**src/rtl/fmul_arb_if.sv**
```systemverilog
`timescale 1ns/1ps
// fmul_arb_if: requester, response and shared-multiplier signals of fmul_arb.
// FMUL_ARB_OVF_STICKY_EN adds ovf_clr/ovf_sticky.
interface fmul_arb_if;
    logic        req0_valid, req0_ready, req0_rnd;
    logic [31:0] req0_a, req0_b;
    logic        req1_valid, req1_ready, req1_rnd;
    logic [31:0] req1_a, req1_b;
    logic        rsp0_valid, rsp0_ready;
    logic [31:0] rsp0_c;
    logic [1:0]  rsp0_ovf;
    logic        rsp1_valid, rsp1_ready;
    logic [31:0] rsp1_c;
    logic [1:0]  rsp1_ovf;
    logic [31:0] mul_a, mul_b, mul_c;
    logic        mul_en, mul_round;
    logic [1:0]  mul_ovf;
    logic        busy;
`ifdef FMUL_ARB_OVF_STICKY_EN
    logic        ovf_clr;
    logic [3:0]  ovf_sticky;
`endif
    modport master (
        output req0_valid, req0_rnd, req0_a, req0_b, req1_valid, req1_rnd, req1_a, req1_b,
        output rsp0_ready, rsp1_ready, mul_c, mul_ovf,
        input  req0_ready, req1_ready, rsp0_valid, rsp0_c, rsp0_ovf, rsp1_valid, rsp1_c, rsp1_ovf,
        input  mul_a, mul_b, mul_en, mul_round, busy
`ifdef FMUL_ARB_OVF_STICKY_EN
        , output ovf_clr, input ovf_sticky
`endif
    );
    modport slave (
        input  req0_valid, req0_rnd, req0_a, req0_b, req1_valid, req1_rnd, req1_a, req1_b,
        input  rsp0_ready, rsp1_ready, mul_c, mul_ovf,
        output req0_ready, req1_ready, rsp0_valid, rsp0_c, rsp0_ovf, rsp1_valid, rsp1_c, rsp1_ovf,
        output mul_a, mul_b, mul_en, mul_round, busy
`ifdef FMUL_ARB_OVF_STICKY_EN
        , input ovf_clr, output ovf_sticky
`endif
    );
endinterface

```
**src/rtl/fmul_arb.sv**
```systemverilog
`timescale 1ns/1ps
// fmul_arb: two-requester round-robin front end for a shared 3-cycle FP multiplier.
// Optional FMUL_ARB_OVF_STICKY_EN adds per-requester sticky exponent flags.
module fmul_arb #(
    parameter int RSP_DEPTH = 4
) (
    input logic       clk,
    input logic       rst_n,
    fmul_arb_if.slave bus
);
    localparam int AW = $clog2(RSP_DEPTH);
    typedef logic [AW:0] cnt_t;
    logic [1:0]  req_v, rsp_rdy, elig, rdy, grant, push, pop, empty;
    cnt_t        cred_q [2];
    cnt_t        cred_d [2];
    cnt_t        wp_q [2];
    cnt_t        rp_q [2];
    logic [33:0] mem_q [2][RSP_DEPTH];
    logic [33:0] head [2];
    logic        ptr_q, ptr_d;
    logic [2:0]  tv_q, tid_q;
    logic [1:0]  trnd_q;
    assign req_v   = {bus.req1_valid, bus.req0_valid};
    assign rsp_rdy = {bus.rsp1_ready, bus.rsp0_ready};
    always_comb begin
        for (int n = 0; n < 2; n++) begin
            elig[n]  = cred_q[n] < cnt_t'(RSP_DEPTH);
            empty[n] = wp_q[n] == rp_q[n];
            push[n]  = tv_q[2] && tid_q[2] == 1'(n);
            head[n]  = empty[n] ? '0 : mem_q[n][rp_q[n][AW-1:0]];
        end
        // A lone eligible requester wins; the pointer only breaks a real tie.
        rdy[0] = rst_n & elig[0] & (~ptr_q | ~(req_v[1] & elig[1]));
        rdy[1] = rst_n & elig[1] & (ptr_q | ~(req_v[0] & elig[0]));
        grant  = req_v & rdy;
        pop    = ~empty & rsp_rdy;
        for (int n = 0; n < 2; n++)
            cred_d[n] = cred_q[n] + cnt_t'(grant[n]) - cnt_t'(pop[n]);
        ptr_d = grant[0] ? 1'b1 : grant[1] ? 1'b0 : ptr_q;
    end
    assign bus.req0_ready = rdy[0];
    assign bus.req1_ready = rdy[1];
    assign bus.rsp0_valid = ~empty[0];
    assign bus.rsp1_valid = ~empty[1];
    assign bus.rsp0_c     = head[0][33:2];
    assign bus.rsp0_ovf   = head[0][1:0];
    assign bus.rsp1_c     = head[1][33:2];
    assign bus.rsp1_ovf   = head[1][1:0];
    assign bus.mul_en     = |grant;
    assign bus.mul_a      = grant[0] ? bus.req0_a : grant[1] ? bus.req1_a : '0;
    assign bus.mul_b      = grant[0] ? bus.req0_b : grant[1] ? bus.req1_b : '0;
    assign bus.mul_round  = tv_q[1] & trnd_q[1];
    assign bus.busy       = |tv_q | ~&empty;
    always_ff @(posedge clk or negedge rst_n) begin
        if (!rst_n) begin
            tv_q   <= '0;
            tid_q  <= '0;
            trnd_q <= '0;
            ptr_q  <= 1'b0;
            for (int n = 0; n < 2; n++) begin
                cred_q[n] <= '0;
                wp_q[n]   <= '0;
                rp_q[n]   <= '0;
            end
        end else begin
            tv_q   <= {tv_q[1:0], |grant};
            tid_q  <= {tid_q[1:0], grant[1]};
            trnd_q <= {trnd_q[0], grant[1] ? bus.req1_rnd : bus.req0_rnd};
            ptr_q  <= ptr_d;
            for (int n = 0; n < 2; n++) begin
                cred_q[n] <= cred_d[n];
                wp_q[n]   <= wp_q[n] + cnt_t'(push[n]);
                rp_q[n]   <= rp_q[n] + cnt_t'(pop[n]);
            end
        end
    end
    // Result storage carries no reset; empty pointers mask stale entries.
    always_ff @(posedge clk) begin
        for (int n = 0; n < 2; n++)
            if (push[n]) mem_q[n][wp_q[n][AW-1:0]] <= {bus.mul_c, bus.mul_ovf};
    end
`ifdef FMUL_ARB_OVF_STICKY_EN
    logic [3:0] sticky_q, sticky_d;
    always_comb
        sticky_d = bus.ovf_clr ? '0 :
                   sticky_q | {push[1] ? bus.mul_ovf : 2'b00, push[0] ? bus.mul_ovf : 2'b00};
    always_ff @(posedge clk or negedge rst_n) begin
        if (!rst_n) sticky_q <= '0;
        else        sticky_q <= sticky_d;
    end
    assign bus.ovf_sticky = sticky_q;
`endif
endmodule

```
**src/flat_wrapper.sv**
```systemverilog
// flat-port wrapper written by rule: the top's interface ports become plain ports
module fmul_arb_flat 
#(
    parameter int RSP_DEPTH = 4
)
  (clk, rst_n, bus_req0_valid, bus_req0_rnd, bus_req0_a, bus_req0_b, bus_req1_valid, bus_req1_rnd, bus_req1_a, bus_req1_b, bus_rsp0_ready, bus_rsp1_ready, bus_mul_c, bus_mul_ovf, bus_req0_ready, bus_req1_ready, bus_rsp0_valid, bus_rsp0_c, bus_rsp0_ovf, bus_rsp1_valid, bus_rsp1_c, bus_rsp1_ovf, bus_mul_a, bus_mul_b, bus_mul_en, bus_mul_round, bus_busy);
  fmul_arb_if bus_i ();
  input logic clk;
  input logic rst_n;
  input wire logic [$bits(bus_i.req0_valid)-1:0] bus_req0_valid;
  input wire logic [$bits(bus_i.req0_rnd)-1:0] bus_req0_rnd;
  input wire logic [$bits(bus_i.req0_a)-1:0] bus_req0_a;
  input wire logic [$bits(bus_i.req0_b)-1:0] bus_req0_b;
  input wire logic [$bits(bus_i.req1_valid)-1:0] bus_req1_valid;
  input wire logic [$bits(bus_i.req1_rnd)-1:0] bus_req1_rnd;
  input wire logic [$bits(bus_i.req1_a)-1:0] bus_req1_a;
  input wire logic [$bits(bus_i.req1_b)-1:0] bus_req1_b;
  input wire logic [$bits(bus_i.rsp0_ready)-1:0] bus_rsp0_ready;
  input wire logic [$bits(bus_i.rsp1_ready)-1:0] bus_rsp1_ready;
  input wire logic [$bits(bus_i.mul_c)-1:0] bus_mul_c;
  input wire logic [$bits(bus_i.mul_ovf)-1:0] bus_mul_ovf;
  output wire logic [$bits(bus_i.req0_ready)-1:0] bus_req0_ready;
  output wire logic [$bits(bus_i.req1_ready)-1:0] bus_req1_ready;
  output wire logic [$bits(bus_i.rsp0_valid)-1:0] bus_rsp0_valid;
  output wire logic [$bits(bus_i.rsp0_c)-1:0] bus_rsp0_c;
  output wire logic [$bits(bus_i.rsp0_ovf)-1:0] bus_rsp0_ovf;
  output wire logic [$bits(bus_i.rsp1_valid)-1:0] bus_rsp1_valid;
  output wire logic [$bits(bus_i.rsp1_c)-1:0] bus_rsp1_c;
  output wire logic [$bits(bus_i.rsp1_ovf)-1:0] bus_rsp1_ovf;
  output wire logic [$bits(bus_i.mul_a)-1:0] bus_mul_a;
  output wire logic [$bits(bus_i.mul_b)-1:0] bus_mul_b;
  output wire logic [$bits(bus_i.mul_en)-1:0] bus_mul_en;
  output wire logic [$bits(bus_i.mul_round)-1:0] bus_mul_round;
  output wire logic [$bits(bus_i.busy)-1:0] bus_busy;
  assign bus_i.req0_valid = bus_req0_valid;
  assign bus_i.req0_rnd = bus_req0_rnd;
  assign bus_i.req0_a = bus_req0_a;
  assign bus_i.req0_b = bus_req0_b;
  assign bus_i.req1_valid = bus_req1_valid;
  assign bus_i.req1_rnd = bus_req1_rnd;
  assign bus_i.req1_a = bus_req1_a;
  assign bus_i.req1_b = bus_req1_b;
  assign bus_i.rsp0_ready = bus_rsp0_ready;
  assign bus_i.rsp1_ready = bus_rsp1_ready;
  assign bus_i.mul_c = bus_mul_c;
  assign bus_i.mul_ovf = bus_mul_ovf;
  assign bus_req0_ready = bus_i.req0_ready;
  assign bus_req1_ready = bus_i.req1_ready;
  assign bus_rsp0_valid = bus_i.rsp0_valid;
  assign bus_rsp0_c = bus_i.rsp0_c;
  assign bus_rsp0_ovf = bus_i.rsp0_ovf;
  assign bus_rsp1_valid = bus_i.rsp1_valid;
  assign bus_rsp1_c = bus_i.rsp1_c;
  assign bus_rsp1_ovf = bus_i.rsp1_ovf;
  assign bus_mul_a = bus_i.mul_a;
  assign bus_mul_b = bus_i.mul_b;
  assign bus_mul_en = bus_i.mul_en;
  assign bus_mul_round = bus_i.mul_round;
  assign bus_busy = bus_i.busy;
  fmul_arb #(.RSP_DEPTH(RSP_DEPTH)) u_core (.clk(clk), .rst_n(rst_n), .bus(bus_i));
endmodule
```
**config.mk**
```make
export PLATFORM = sky130hd
export DESIGN_NAME = fmul_arb_flat
export DESIGN_NICKNAME = d
export VERILOG_FILES = /design/src/rtl/fmul_arb_if.sv /design/src/rtl/fmul_arb.sv /design/src/flat_wrapper.sv
export SDC_FILE = /design/constraint.sdc
export NUM_CORES = 1
export LEC_CHECK = 0
export ABC_AREA = 0
export BUFFER_PORTS_ARGS = -buffer_cell sky130_fd_sc_hd__buf_4
export CAP_MARGIN = 5
export CORE_ASPECT_RATIO = 0.75
export CORE_MARGIN = 2
export CORE_UTILIZATION = 53
export DETAILED_ROUTE_END_ITERATION = 6
export HOLD_SLACK_MARGIN = 0.05
export PLACE_DENSITY = 0.91
export SYNTH_ARGS = -nofsm -noshare
export SYNTH_HDL_FRONTEND = slang
export SYNTH_SLANG_ARGS = --single-unit
```
**constraint.sdc**
```tcl
create_clock -name clk -period 4.8 [get_ports clk]
set_input_delay 0.24 -clock clk [delete_from_list [all_inputs] [get_ports clk]]
set_output_delay 0.24 -clock clk [all_outputs]
set_load 0.02 [all_outputs]
```
## Word level (Yosys, flattened, before mapping)

Memory sizes are Yosys's and may differ from the RTL's.
Index checks and enable logic that the tools add are counted.
W data, S select, Z words.

| word-level totals | value |
|---|---|
| input bits | 170 |
| bits in registers | 27 |
| output and inout bits | 139 |
| memories kept | 1 |
| bits in writable memories | 272 |

| cells by class | value |
|---|---|
| bitwise logic cells | 23 |
| $add $sub $neg | 8 |
| eq/ne operators | 2 |
| reductions and logical operators | 10 |
| order comparisons | 8 |
| multiplexer cells | 26 |

Memories:

| name | depth | width | read ports | clocked after Yosys merged registers in | wr ports | line | source |
|---|---|---|---|---|---|---|---|
| u_core.mem_q | 2 | 136 | 2 | 0 | 1 | fmul_arb.sv:18 | `logic [33:0] mem_q [2][RSP_DEPTH];` |

Operators by type and width:

| kind | number |
|---|---|
| $mux W136 | 4 |
| $mux W34 | 8 |
| $bmux W34 S2 | 2 |
| $demux W34 S2 | 2 |
| $reduce_or A136 Y1 | 1 |
| $mux W32 | 4 |
| $add A3 B1 Y3 | 6 |
| $ge A3 B3 Y1 const B | 4 |
| $not A2 Y3 | 4 |
| $and A1 B1 Y1 | 7 |
| $eq A3 B3 Y1 | 2 |
| $lt A3 B1 Y1 const B | 2 |
| $lt A3 B3 Y1 const B | 2 |
| $mux W1 | 6 |
| $not A1 Y1 | 6 |
| $sub A3 B1 Y3 | 2 |
| $and A2 B2 Y2 | 2 |
| $logic_and A1 B1 Y1 | 4 |
| $or A1 B1 Y1 | 3 |
| $reduce_or A3 Y1 | 1 |
| $not A2 Y2 | 1 |
| $reduce_and A2 Y1 | 1 |
| $reduce_bool A2 Y1 | 1 |
| $reduce_or A2 Y1 | 1 |
| $logic_not A1 Y1 | 1 |

## Depth between registers and ports, before layout

Gate-level depths: netlist of the first run.

| logic depth | value |
|---|---|
| word-level depth | 8 |
| gate-level depth with buffers | 10 |
| mapped depth without buffers | 8 |

## Worst setup path before layout of the first run

Ideal clock, no wire load.

| timing path | value |
|---|---|
| path kind | register to register |
| from | reg u_core.tv_q[2] |
| to | mem u_core.mem_q[0][102] in the netlist's numbering (enable) |
| setup slack | 1.187 ns |
| period minus slack after synthesis | 3.613 ns |
| stages on the path, launching flop included | 3 |
| library setup time | 0.475 ns |
| arrival | 3.138 ns |
| required time | 4.325 ns |
| cells stage by stage | dfrtp_1 > nor2b_1 > nor3b_1 |

| between the ends | value |
|---|---|
| longest elaborated chain between the ends | 5 |

RTL lines:

| what | line | source |
|---|---|---|
| from (decl) | fmul_arb.sv:21 | `logic [2:0] tv_q, tid_q;` |
| from (signal assigned) | fmul_arb.sv:66 | `tv_q <= {tv_q[1:0], \|grant};` |
| $logic_and A1 B1 Y1 | fmul_arb.sv:29 | `push[n] = tv_q[2] && tid_q[2] == 1'(n);` |
| $mux W1 | fmul_arb.sv:80 | `if (push[n]) mem_q[n][wp_q[n][AW-1:0]] <= {bus.mul_c, bus.mul_ovf};` |
| $mux W136 (not written as such) | fmul_arb.sv:80 |  |
| $reduce_or A136 Y1 (no line) | - |  |
| $mux W1 (no line) / $mux W136 (equally long branches) | - |  |
| to (decl) | fmul_arb.sv:18 |  |

Parallel ways exist; a longest one is shown, timed or not.

## Final worst setup path of the first run

| timing path | value |
|---|---|
| from | reg u_core.rp_q[4] in the netlist's numbering |
| to | out bus_rsp0_c[31] |

| between the ends | value |
|---|---|
| longest elaborated chain between the ends | 5 |

RTL lines:

| what | line | source |
|---|---|---|
| from (decl) | fmul_arb.sv:17 | `cnt_t rp_q [2];` |
| from (signal, indexed assignment) | fmul_arb.sv:73 | `rp_q[n] <= rp_q[n] + cnt_t'(pop[n]);` |
| $not A2 Y3 (not written as such) | fmul_arb.sv:30 | `head[n] = empty[n] ? '0 : mem_q[n][rp_q[n][AW-1:0]];` |
| $bmux W34 S2 | fmul_arb.sv:30 |  |
| $mux W34 (not written as such) (2 in series) | fmul_arb.sv:30 |  |
| $mux W34 (*) | fmul_arb.sv:30 |  |
| to (decl) | flat_wrapper.sv:25 | `output wire logic [$bits(bus_i.rsp0_c)-1:0] bus_rsp0_c;` |

Every way passes the cells marked *; elsewhere a longest branch is shown, timed or not. The select of a mux whose other input is x is not followed.

==> results of run 1 <==
-- state kept, by name, indices dropped and copies added (netlist names) --
name           cells
u_core.tv_q        3
u_core.cred_q      6
u_core.trnd_q      2
u_core.tid_q       3
u_core.wp_q        6
u_core.rp_q        6
u_core.mem_q     272
u_core.ptr_q       1
-- layout make-up --
| class | count | area share |
|---|---|---|
| Antenna cell | 7 | 0.001078 |
| Clock buffer | 35 | 0.04475 |
| Timing Repair Buffer | 356 | 0.1705 |
| Sequential cell | 299 | 0.5447 |
| Clock inverter | 15 | 0.01425 |
| Inverter | 10 | 0.002465 |
| Tap cell | 300 | 0.02311 |
| Multi-Input combinational cell | 260 | 0.1991 |
-- layer usage --
layer	vias up	global-route usage
li1	3175	-
met1	3696	0.3866
met2	326	0.3753
met3	45	0.04608
met4	0	0.09095
met5	-	0
-- path summary, 6_finish.rpt --
path / startpoint / to / slack (ps) / cells past startpoint
max: u_core.rp_q[4] / bus_rsp0_c[31] / 1450 / 5
max in group asynchronous: rst_n / u_core.rp_q[3] / 4330 / 2
min in group asynchronous: rst_n / u_core.rp_q[2] / 160 / 2
min reg2reg: u_core.tid_q[1] / u_core.tid_q[2] / 350 / 0
min: bus_rsp0_ready / u_core.rp_q[3] / 100 / 4
max reg2reg: u_core.rp_q[1] / u_core.cred_q[2] / 1950 / 8
-- synth_stat cells (3+ instances only) --
library cell    n  area share
nor2b_1        34       0.017
mux4_1         25       0.053
clkbuf_1        5      0.0015
mux4_2         43       0.078
inv_1           9      0.0027
xnor2_1         7      0.0050
a22o_1         64       0.045
nor3b_1         3      0.0018
nand2_1         3     0.00091
buf_6          17       0.015
buf_2          14      0.0057
edfxtp_1      272        0.66
and3_1          3      0.0015
xor2_1          8      0.0057
ha_1            9      0.0091
nor2_1          4      0.0012
and2_1         34       0.017
dfrtp_1        27       0.055
-- kinds of logic after synthesis --
| kind of cell | after synthesis | share of synthesized area |
|---|---|---|
| DFF | 299 | 0.7147 |
| and+or+nand+nor | 92 | 0.04935 |
| AOI/OAI and AO/OA | 71 | 0.05127 |
| muxes | 69 | 0.1326 |
| buffers and inverters | 47 | 0.02649 |
| xor gates and xnor gates | 17 | 0.01325 |
| adders and majority gates | 11 | 0.01234 |
-- worst min-delay path: cells and delay by family --
family	cells	cell delay, ps
buffers and inverters	2	160
adders and majority gates	1	110
AOI/OAI and AO/OA	1	90
-- where the power goes --
group | leakage, nW | switching, mW | internal (mW)
logic | 2.98 | 2.21 | 1.85
clock network | 0.467 | 0.919 | 1.39
registers | 2.78 | 0.270 | 3.12
total | 6.23 | 3.39 | 6.37
==> flow_metrics.tcl, run 1 <==
set metrics [dict create \
    status "complete, no violations" \
    hold_buffers 39 \
    worst_pin_slew_ps 1127 \
    syn_area_um2 12370 \
    fin_util 0.7081 \
    ys_ff_latch 299 \
    path_class "reg2out" \
    dp_cells 1186 \
    clock-sinks 299 \
    grt_pass1_vias 7201 \
    vias 7242 \
    h-tree-depth 1 \
    grt_pass1_wl_um 45780 \
    ios 309 \
    powerDensity_nw_per_um2 600.9 \
    layout_commonest_cell "buf_4" \
    cp_data_required_time_ps 4560 \
    clkTransAtPathRegs_ps 60 \
    fin_crit_sh 0.6978 \
    die_y_um 136.3 \
    vdd_ir_drop_max_v 0.0005305 \
    fillers 1423 \
    arrival_ps 3110 \
    num_rows 48 \
    fmax_mhz 298.6 \
    wl_um 31960 \
    final_cells 1282 \
    finalSetupViolations 0 \
    leakagePower_nw 6.227 \
    maxSlewHeadroom 0.2466 \
    wl_met1_um 13650 \
    rsz0062_at_grt "no" \
    cts_resized 0 \
    final_cell_mix "buf_4 (317), edfxtp_1 (272), a22o_1 (64)" \
    crit_top_cell "buf_4" \
    yosysWarnings 0 \
    clock_skew_ps 24.19 \
    grt_max_degree 66 \
    finalSetupTns_ps 0 \
    maxCapViolations 0 \
    overflow 0 \
    slew_violations 0 \
    highest_layer "met4" \
    endpoint_kind "primary output" \
    port_buffers 308 \
    power_mw 9.761 \
    max_stage_delay_ps 940 \
    wl_met3_um 2335 \
    first_iter_violations 724 \
    postCtsSetupRepairBufs 0 \
    fin_ws_ps 1451 \
    synth.avg_cell_area_um2 20.42 \
    area_growth_pct 31.29 \
    start_util 0.5393 \
    hpwl_um 20190 \
    design_area_um2 16240 \
    place_ws_ps 1957 \
    hold_viol_final 0 \
    seq_area_um2 8848 \
    met2_length_um 15150 \
    viasPerCell 5.649 \
    synth_cell_types 38 \
    drive_gt1_frac 0.4369 \
    antenna_found_initial 7 \
    critPathBufInv 2 \
    finalCriticalPeriod_ps 3349 \
    critical-path-top-delay-family "flip-flops" \
    layout.nets 1136 \
    place_area_um2 14880 \
    synthFlopType "edfxtp_1" \
    start_kind "flop" \
    whs_ps 101.2 \
    die_area_um2 24600 \
    cts_max_path_buffers 3 \
    post_drt_wl_per_cell_um 24.93 \
    multi_input_area_um2 3234 \
    first_pass_iters 5 \
    clk_latency_ps 550 \
    design.core.area_um2 22940 \
    cts_buffers 28 \
    die_x_um 180.4 \
    cp_slowest_cell "dfrtp_2" \
    synthCells 606 \
    ant_nets 0 \
    synth_seq_area_share 0.7147 \
    path_cells "xor2_2 > nor3_4 > buf_4 > nor2b_1 > buf_4" \
    crit_fanout 36 \
    drc_errors 0 \
    cts_tree "built" \
    synth_nets 787 \
    min_path_type "in2reg" \
    place_congestion 0.7459 \
    async_reset_ff_frac 0.09030 \
    cts_root_buffer "clkbuf_16" \
    grt.total_usage 0.2545 \
    synth_enable_flop_cells 272 \
]
Power figures use the tool's default switching activity.
==> run 2: changes to the inputs <==
--- a/config.mk
+++ b/config.mk
@@ -5,12 +5,12 @@
 export SDC_FILE = /design/constraint.sdc
 export NUM_CORES = 1
 export LEC_CHECK = 0
-export ABC_AREA = 0
+export ABC_AREA = 1
 export BUFFER_PORTS_ARGS = -buffer_cell sky130_fd_sc_hd__buf_4
 export CAP_MARGIN = 5
 export CORE_ASPECT_RATIO = 0.75
 export CORE_MARGIN = 2
-export CORE_UTILIZATION = 53
+export CORE_UTILIZATION = 54
 export DETAILED_ROUTE_END_ITERATION = 6
 export HOLD_SLACK_MARGIN = 0.05
 export PLACE_DENSITY = 0.91
==> constraint.sdc (replaced) <==
create_clock -name clk -period 3.4 [get_ports clk]
set_input_delay 0.17 -clock clk [delete_from_list [all_inputs] [get_ports clk]]
set_output_delay 0.17 -clock clk [all_outputs]
set_load 0.02 [all_outputs]
==> flow_metrics.tcl, run 2 <==
set metrics [dict create \
    hpwl_um 21050 \
    endpoint_kind "primary output" \
    die_area_um2 24910 \
    synthCells 1137 \
    design.core.area_um2 23120 \
    rsz0062_at_grt "no" \
    clock_skew_ps 8.348 \
    layout_commonest_cell "buf_4" \
    num_rows 48 \
    final_cell_mix "buf_4 (329), edfxtp_1 (272), nand2_1 (257)" \
    synthMuxAreaShare 0 \
    yosys.area_share.simple 0.1462 \
    leakagePower_nw 6.906 \
    final_cells 1793 \
    synth_common_cells "edfxtp_1 (272), nand2_1 (257), nor2_1 (211)" \
    maxSlewHeadroom 0.3670 \
    synth_cell_types 27 \
    die_x_um 181.6 \
    cts_tree "built" \
    grt.total_usage 0.2592 \
    grt_pass1_wl_um 49860 \
    cts_max_path_buffers 3 \
    wl_um 33110 \
    vias 9582 \
    powerDensity_nw_per_um2 849.8 \
    layout.nets 1653 \
    area_growth_pct 29.43 \
    fin_crit_sh 0.8763 \
    cts_buffers 27 \
    worst_pin_slew_ps 948.2 \
    synth_nets 1318 \
    clkTransAtPathRegs_ps 60 \
    drive_gt1_frac 0.2808 \
    synth_top_area_cell "edfxtp_1" \
    synth_compound_area_frac 0.09208 \
    h-tree-depth 1 \
    start_util 0.5524 \
    yosysMostFrequentCell "edfxtp_1" \
    arrival_ps 2810 \
    largest_reg_flops 272 \
    synthAdderAreaFrac 0.01195 \
    crit_fanout 55 \
    synth_seq_area_share 0.6924 \
    synth.avg_cell_area_um2 11.23 \
    synthFlopType "edfxtp_1" \
    clock-sinks 299 \
    finalCriticalPeriod_ps 2979 \
    grt_pass1_vias 9431 \
    first_iter_violations 796 \
    vdd_ir_drop_max_v 0.0004205 \
    status "complete, no violations" \
    async_reset_ff_frac 0.09030 \
    place_area_um2 15260 \
    drc_errors 0 \
    maxCapViolations 0 \
    syn_area_um2 12770 \
    crit_path_start "u_core.rp_q[0]" \
    slew_violations 0 \
    min_path_type "in2async" \
    place_congestion 0.9568 \
    design_area_um2 16530 \
    hold_viol_final 0 \
    synth-xor-area-share 0.006857 \
    antenna_found_initial 2 \
    finalSetupViolations 0 \
    ios 309 \
    path_class "reg2out" \
    fmax_mhz 335.7 \
    synth_top_area_frac 0.6395 \
    synth_top_family_by_area "simple AND/OR/NAND/NOR gates" \
    ant_nets 0 \
    cts_root_buffer "clkbuf_16" \
    ys_ff_latch 299 \
    clk_latency_ps 520 \
    post_drt_wl_per_cell_um 18.47 \
    port_buffers 308 \
    grt_max_degree 71 \
    yosysWarnings 0 \
    synth_area_leaders "edfxtp_1 (64%), nand2_1 (7.6%), nor2_1 (6.2%)" \
    first_pass_iters 5 \
    dp_cells 1701 \
    fillers 1533 \
    synth_enable_flop_cells 272 \
    overflow 0 \
    reg2reg_from "u_core.rp_q[3]" \
    die_y_um 137.2 \
    viasPerCell 5.344 \
    start_kind "flop" \
    cp_data_required_time_ps 3230 \
    finalSetupTns_ps 0 \
]
-- run 2: cell families (layout without fill, tap and decap cells) --
| group | after synthesis | in the layout |
|---|---|---|
| AND/OR/NAND/NOR | 486 | 486 |
| flip-flops | 299 | 299 |
| AO/OA/AOI/OAI | 204 | 204 |
| buffers and inverters | 127 | 482 |
| adder cells (fa/ha/maj) | 11 | 11 |
| XOR/XNOR | 10 | 10 |
| other | 0 | 1 |
-- run 2: area by class of cell --
cell class / count / area (µm²) / area share
diodes: 1 / 2.502 / 0.0001514
clock buffers: 37 / 743.2 / 0.04496
clock inverters: 12 / 107.6 / 0.006509
inverters: 62 / 237.7 / 0.01438
multi-input cells: 711 / 3328 / 0.2013
flip-flops and latches: 299 / 8846 / 0.5351
well taps: 300 / 375.4 / 0.02271
repair buffers: 371 / 2890 / 0.1748
-- run 2: metal layers --
layer	vias to the layer above	share of wire	GRT usage
met1	4571	0.39	0.3367
met3	47	0.077	0.04362
li1	4531	-	-
met2	429	0.51	0.4659
met5	-	0.00072	0
met4	4	0.014	0.05510
-- run 2: repair_timing --
action	4_1_cts	5_1_grt
resized for setup	0	0
hold endpoints to repair	306	0
setup buffers	0	0
hold buffers	42	0
-- run 2: critical path: stages (launching register included) --
cell,delay (ps)
dfrtp_2,600
inv_2,770
buf_4,320
o21ai_0,110
o22ai_1,150
nand2_1,80
inv_1,100
buf_4,150
-- run 2: where the power goes --
group,leakage [nW],switching [mW],internal (mW),total [mW]
Clock,0.417,1.24,1.67,2.91
Combinational,3.71,4.17,2.34,6.52
Sequential,2.78,0.220,4.40,4.62
Total,6.91,5.63,8.42,14.0
-- run 2: final timing paths --
check,to,slack [ps],cells after the start
worst max-delay path,bus_rsp1_c[19],420,7
worst min-delay path,u_core.wp_q[4],150,2
worst max register to register,u_core.cred_q[4],910,11
worst min register to register,u_core.tid_q[1],360,0
max in group asynchronous,u_core.rp_q[0],2970,2
min in group clk,u_core.tid_q[1],360,0
-- run 2: stage by stage --
stage | hold slack (ps) | worst slack [ps] | util | total power, mW
finish | 145.0 | 420.7 | 0.7149 | 14.05
global route | 157.9 | 216.0 | 0.7148 | 14.80
CTS | 128.9 | 433.2 | 0.7148 | 14.10
detailed placement | 102.7 | 915.9 | 0.6598 | 11.14
global placement | 98.47 | 1029 | 0.6598 | 10.92
floorplan | -125.6 | 17.97 | - | 8.710
